--- src/rtl/handshake_skid_pipe_if.sv ---
// Valid/ready bundle for handshake_skid_pipe.
// The slave modport is the pipe's view; the master modport is the surrounding logic's view.
interface handshake_skid_pipe_if #(
    parameter int VALUE_BITS = 8,
    parameter int STAGES     = 2
);
    localparam int CW = $clog2(2 * STAGES + 1);

    logic [VALUE_BITS-1:0] i_value;
    logic                  i_valid;
    logic                  o_ready;
    logic [VALUE_BITS-1:0] o_value;
    logic                  o_valid;
    logic                  i_ready;
    logic [CW-1:0]         o_count;

    modport master (
        output i_value, i_valid, i_ready,
        input  o_ready, o_value, o_valid, o_count
    );

    modport slave (
        input  i_value, i_valid, i_ready,
        output o_ready, o_value, o_valid, o_count
    );
endinterface

--- src/rtl/handshake_skid_pipe.sv ---
// Fully registered valid/ready pipe of STAGES skid stages with occupancy count.
// HANDSHAKE_SKID_PIPE_ZERO_VALUE_EN: when defined, o_value reads '0 while o_valid is low.
module handshake_skid_pipe #(
    parameter int VALUE_BITS = 8,
    parameter int STAGES     = 2
) (
    input  logic clock,
    input  logic reset,
    handshake_skid_pipe_if.slave bus
);
    localparam int CW = $clog2(2 * STAGES + 1);

    if (STAGES < 1 || STAGES > 16) begin : g_bad_stages
        $error("handshake_skid_pipe: STAGES must be in 1..16");
    end
    if (VALUE_BITS < 1) begin : g_bad_width
        $error("handshake_skid_pipe: VALUE_BITS must be >= 1");
    end

    typedef enum logic [1:0] {
        EMPTY,
        BUSY,
        FULL
    } stage_state_e;

    stage_state_e          state_q [STAGES];
    stage_state_e          state_d [STAGES];
    logic [VALUE_BITS-1:0] main_q  [STAGES];
    logic [VALUE_BITS-1:0] main_d  [STAGES];
    logic [VALUE_BITS-1:0] skid_q  [STAGES];
    logic [VALUE_BITS-1:0] skid_d  [STAGES];
    logic [VALUE_BITS-1:0] in_val  [STAGES];
    logic [STAGES-1:0]     rdy_q;
    logic [STAGES-1:0]     rdy_d;
    logic [STAGES-1:0]     main_vld;
    logic [STAGES-1:0]     in_vld;
    logic [STAGES-1:0]     dn_rdy;
    logic [STAGES-1:0]     acc;
    logic [STAGES-1:0]     drn;
    logic [CW-1:0]         cnt_q;
    logic [CW-1:0]         cnt_d;
    logic                  up_xfer;
    logic                  dn_xfer;

    for (genvar k = 0; k < STAGES; k++) begin : g_link
        assign main_vld[k] = (state_q[k] != EMPTY);
        if (k == 0) begin : g_head
            assign in_vld[k] = bus.i_valid;
            assign in_val[k] = bus.i_value;
        end else begin : g_mid
            assign in_vld[k] = main_vld[k-1];
            assign in_val[k] = main_q[k-1];
        end
        if (k == STAGES - 1) begin : g_tail
            assign dn_rdy[k] = bus.i_ready;
        end else begin : g_body
            assign dn_rdy[k] = rdy_q[k+1];
        end
        assign acc[k] = in_vld[k] & rdy_q[k];
        assign drn[k] = main_vld[k] & dn_rdy[k];
    end

    always_comb begin
        for (int k = 0; k < STAGES; k++) begin
            state_d[k] = state_q[k];
            main_d[k]  = main_q[k];
            skid_d[k]  = skid_q[k];
            unique case (state_q[k])
                EMPTY: begin
                    if (acc[k]) begin
                        state_d[k] = BUSY;
                        main_d[k]  = in_val[k];
                    end
                end
                BUSY: begin
                    unique case (1'b1)
                        acc[k] && drn[k]: main_d[k] = in_val[k];
                        acc[k] && !drn[k]: begin
                            state_d[k] = FULL;
                            skid_d[k]  = in_val[k];
                        end
                        !acc[k] && drn[k]: state_d[k] = EMPTY;
                        default: ;
                    endcase
                end
                FULL: begin
                    if (drn[k]) begin
                        state_d[k] = BUSY;
                        main_d[k]  = skid_q[k];
                    end
                end
                default: state_d[k] = EMPTY;
            endcase
            // Ready is the registered inverse of the skid valid it will see next.
            rdy_d[k] = (state_d[k] != FULL);
        end
    end

    assign up_xfer = bus.i_valid & rdy_q[0];
    assign dn_xfer = main_vld[STAGES-1] & bus.i_ready;

    always_comb begin
        cnt_d = cnt_q;
        unique case ({up_xfer, dn_xfer})
            2'b10:   cnt_d = cnt_q + CW'(1);
            2'b01:   cnt_d = cnt_q - CW'(1);
            default: ;
        endcase
    end

    always_ff @(posedge clock or posedge reset) begin
        if (reset) begin
            for (int k = 0; k < STAGES; k++) begin
                state_q[k] <= EMPTY;
                main_q[k]  <= '0;
                skid_q[k]  <= '0;
            end
            rdy_q <= '0;
            cnt_q <= '0;
        end else begin
            for (int k = 0; k < STAGES; k++) begin
                state_q[k] <= state_d[k];
                main_q[k]  <= main_d[k];
                skid_q[k]  <= skid_d[k];
            end
            rdy_q <= rdy_d;
            cnt_q <= cnt_d;
        end
    end

    assign bus.o_ready = rdy_q[0];
    assign bus.o_valid = main_vld[STAGES-1];
    assign bus.o_count = cnt_q;
`ifdef HANDSHAKE_SKID_PIPE_ZERO_VALUE_EN
    assign bus.o_value = main_vld[STAGES-1] ? main_q[STAGES-1] : '0;
`else
    assign bus.o_value = main_q[STAGES-1];
`endif
endmodule
--- src/flat_wrapper.sv ---
// flat-port wrapper written by rule: the top's interface ports become plain ports
module handshake_skid_pipe_flat 
#(
    parameter int VALUE_BITS = 8,
    parameter int STAGES     = 2
)
  (clock, reset, bus_i_value, bus_i_valid, bus_i_ready, bus_o_ready, bus_o_value, bus_o_valid, bus_o_count);
  handshake_skid_pipe_if #(.VALUE_BITS(VALUE_BITS), .STAGES(STAGES)) bus_i ();
  input  logic clock;
  input  logic reset;
  input wire logic [$bits(bus_i.i_value)-1:0] bus_i_value;
  input wire logic [$bits(bus_i.i_valid)-1:0] bus_i_valid;
  input wire logic [$bits(bus_i.i_ready)-1:0] bus_i_ready;
  output wire logic [$bits(bus_i.o_ready)-1:0] bus_o_ready;
  output wire logic [$bits(bus_i.o_value)-1:0] bus_o_value;
  output wire logic [$bits(bus_i.o_valid)-1:0] bus_o_valid;
  output wire logic [$bits(bus_i.o_count)-1:0] bus_o_count;
  assign bus_i.i_value = bus_i_value;
  assign bus_i.i_valid = bus_i_valid;
  assign bus_i.i_ready = bus_i_ready;
  assign bus_o_ready = bus_i.o_ready;
  assign bus_o_value = bus_i.o_value;
  assign bus_o_valid = bus_i.o_valid;
  assign bus_o_count = bus_i.o_count;
  handshake_skid_pipe #(.VALUE_BITS(VALUE_BITS), .STAGES(STAGES)) u_core (.clock(clock), .reset(reset), .bus(bus_i));
endmodule
--- config.mk ---
export PLATFORM = sky130hd
export DESIGN_NAME = handshake_skid_pipe_flat
export DESIGN_NICKNAME = d
export VERILOG_FILES = /design/src/rtl/handshake_skid_pipe_if.sv /design/src/rtl/handshake_skid_pipe.sv /design/src/flat_wrapper.sv
export SDC_FILE = /design/constraint.sdc
export NUM_CORES = 1
export LEC_CHECK = 0
export CAP_MARGIN = 20
export CORE_UTILIZATION = 50
export CTS_CLUSTER_DIAMETER = 80
export DETAILED_ROUTE_END_ITERATION = 10
export PLACE_DENSITY_LB_ADDON = 0.08
export SLEW_MARGIN = 20
export SYNTH_ARGS = -nofsm -noshare
export SYNTH_HDL_FRONTEND = slang
export SYNTH_SLANG_ARGS = --single-unit
--- constraint.sdc ---
create_clock -name clock -period 2.2 [get_ports clock]
set_input_delay 0.33 -clock clock [delete_from_list [all_inputs] [get_ports clock]]
set_output_delay 0.33 -clock clock [all_outputs]
set_load 0.02 [all_outputs]
==> results_dict.tcl, run 1 <==
set metrics [dict create \
    run_status "complete, no violations" \
    drtPass1Iterations 4 \
    antenna_diode_count 0 \
    vdd_ir_drop_max_uv 653 \
    num-fill-cells 279 \
    fin_tns_setup_ns 0 \
    final_wl_um 3000 \
    reg2reg_start "u_core.rdy_q[1]" \
    yosysTopAreaCellShare_pct 54.2 \
    syn_inst 144 \
    p_sw_share_pct 33.0 \
    floorplan.initialDensity_pct 54.5 \
    numClockSinks 41 \
    synth-async-reset-ratio_pct 100 \
    timing.slew.headroom_pct 64.0 \
    multiInputGateArea_um2 815 \
    flops_latches_synth 41 \
    num-nets-final 186 \
    final.setup_skew_ns 0.00391 \
    post_route_cells_drive_above_1_share_pct 27.7 \
    die_height_um 63.5 \
    area_growth_pct 21.3 \
    syn_area_per_cell_um2 13.1 \
    critPathCaptureType "primary output" \
    setup-violations-final 0 \
    top_achievable_clock_speed_mhz 529 \
    setup.reg_to_reg.worst_slack_ns 0.39 \
    ys_dominant_reg_cell "dfrtp_1" \
    insertion_delay_ns 0.29 \
    first_global_vias 1196 \
    cts-root-to-sink-buffers 2 \
    holdCritPathClass "input pin to async pin" \
    hold_ws_ns 0.453 \
    report.final.hold_viol_count 0 \
    yosysMostFrequentCell "dfrtp_1" \
    synth_area_leader_cell "dfrtp_1" \
    rsz0062_at_grt "false" \
    comb_power_share_pct 44.9 \
    portBuffers 24 \
    hold_buffers 0 \
    netlist_top_cells_count "dfrtp_1 (41), mux2_2 (24), a21oi_1 (11), nor2_1 (11), mux2i_1 (9)" \
    path_max_fanout 8 \
    timing.critical_path.from "u_core.state_q[1]" \
    maxSlewViolCount 0 \
    crit_type "flop to primary output" \
    yosysWarningCount 0 \
    post_drt_via_cell_ratio 5.28 \
    cp.required_ns 1.87 \
    syn-cell-area_um2 1890 \
    power.density_cell_area_nw_per_um2 1580 \
    layout_worst_path_cycle_share_pct 85.8 \
    routedWlPerCell_um 13.7 \
    critical_path_arrival_ns 1.56 \
    clkPwrFrac_pct 16.0 \
    floorplan.core_area_um2 3470 \
    dieArea_um2 4030 \
    post_cts_resized 0 \
    tritoncts "yes" \
    grt_pass1_wl_um 5570 \
    nets_in_the_synthesized_netlist 157 \
    gp_congestion 0.637 \
    drt_iter0_markers 30 \
    internal_power_uw 2420 \
    cts-htree-levels 2 \
    cap_violations 0 \
    grt_start_max_net_pins 42 \
    vias 1156 \
    die_width_um 63.5 \
    fp-row-count 21 \
    boundaryPins 25 \
    grt.total_usage_pct 18.2 \
    leakage_power_uw 0.00104 \
    synth_sequential_area_ratio_pct 54.2 \
    yosys.cell_types.count 30 \
    start_kind "flop" \
    detail_route.drc_violations 0 \
    worst-slew-pin-transition_ns 0.540 \
    cts_setup_buffers 0 \
    path_clk_slew_ns 0.07 \
    synth.area.top_cells "dfrtp_1 (54%), mux2_2 (14%), mux2_4 (6.3%)" \
    final-seq-area_um2 1030 \
    sequentialPowerShare_pct 39.1 \
    cts_inserted_buffers 5 \
    detailedPlacementHpwl_um 2100 \
    synth-edff-count 0 \
    netSwitchingPower_uw 1200 \
    grt_remaining_overflow 0 \
    cts.root.buffer_cell "clkbuf_8" \
    antenna_found_initial 0 \
    final_min_period_ns 1.89 \
    final_antenna_net_count 0 \
]
[sequential cells by signal, indices dropped and copies added (netlist names)]
register            count
u_core.bus.o_count      3
u_core.bus.o_value      8
u_core.in_val           8
u_core.state_q          4
u_core.skid_q          16
u_core.rdy_q            2
[routing by layer]
metal	up-vias	routed length [µm]	track usage, %
li1	564	-	-
met1	559	1400	23.4
met2	26	1440	29.4
met3	7	94	3.26
met4	0	65	9.38
met5	-	0	0
[worst max-delay path: stages, from the launching register on]
cell	delay (ns)
dfrtp_1	0.45
or2_2	0.29
clkdlybuf4s50_1	0.53
[logic make-up (layout without fill, tap and decap cells)]
group,count (synthesis),count (layout),synth area share [%]
mux,41,41,25.4
flops,41,41,54.2
simple gates,26,26,7.94
compound gates,21,21,7.28
buf+inv,11,40,2.71
xor+xnor,3,3,1.39
fa+ha+maj,1,1,1.06
[power groups by stage]
| stage | Sequential (µW) | Clock (µW) | Combinational [µW] |
|---|---|---|---|
| finish | 1420 | 579 | 1630 |
| detailed placement | 1430 | 0 | 1630 |
| floorplan | 1460 | 0 | 1150 |
| CTS | 1420 | 597 | 1640 |
| global placement | 1400 | 0 | 1590 |
| global route | 1480 | 634 | 1800 |
[stage by stage]
stage               std cells  total power [µW]  setup slack, ns  utilization, %  cell area (µm²)
floorplan                 144              2610            0.533               -             1890
global placement          212              2980            0.246            63.2             2190
detailed placement        212              3060            0.165            63.2             2190
CTS                       219              3660            0.304            66.2             2290
global route              219              3900            0.266            66.2             2290
finish                    219              3620            0.311            66.2             2290
[cell type report]
| class | instances | share of cell area (%) |
|---|---|---|
| flip-flops and latches | 41 | 44.7 |
| multi-input cells | 92 | 35.5 |
| repair buffers | 29 | 12.1 |
| clock buffers | 5 | 3.00 |
| well taps | 46 | 2.51 |
| clock inverters | 2 | 1.53 |
| inverters | 4 | 0.654 |
[placed cells by master, fill, tap and decap left out, drive strengths merged]
cell	Yosys	final
and3	1	1
clkinv	0	1
a211o	1	1
or3b	1	1
inv	4	4
nand2b	2	2
nand4b	1	1
nor2b	1	1
dfrtp	41	41
nor3	1	1
mux2i	9	9
o311ai	1	1
o21ai	1	1
a21o	1	1
nand3b	1	1
clkbuf	1	5
a21oi	11	11
fa	1	1
nor4b	1	1
bufinv	0	1
clkdlybuf4s50	0	24
and3b	1	1
nor2	11	11
a31oi	1	1
nand2	4	4
o22ai	2	2
or2	1	1
o21a	3	3
mux2	32	32
buf	6	5
xnor2	3	3
[path summary, 6_finish.rpt]
path,end,depth (start not counted)
min in group clock,u_core.bus.o_count[2],1
hold / removal,u_core.rdy_q[0],3
hold reg to reg,u_core.bus.o_count[2],1
setup reg to reg,u_core.bus.o_value[7],4
setup / recovery,bus_o_valid,2
max in group asynchronous,u_core.bus.o_count[2],3
(Power assumes the default switching activity.)
==> run 2, diff against run 1 <==
--- a/config.mk
+++ b/config.mk
@@ -10,6 +10,7 @@
 export CTS_CLUSTER_DIAMETER = 80
 export DETAILED_ROUTE_END_ITERATION = 10
 export PLACE_DENSITY_LB_ADDON = 0.08
+export SETUP_SLACK_MARGIN = 0.02
 export SLEW_MARGIN = 20
 export SYNTH_ARGS = -nofsm -noshare
 export SYNTH_HDL_FRONTEND = slang
==> results of run 2 <==
Same layout as run 1: the final DEF is identical, and so are final timing and power.
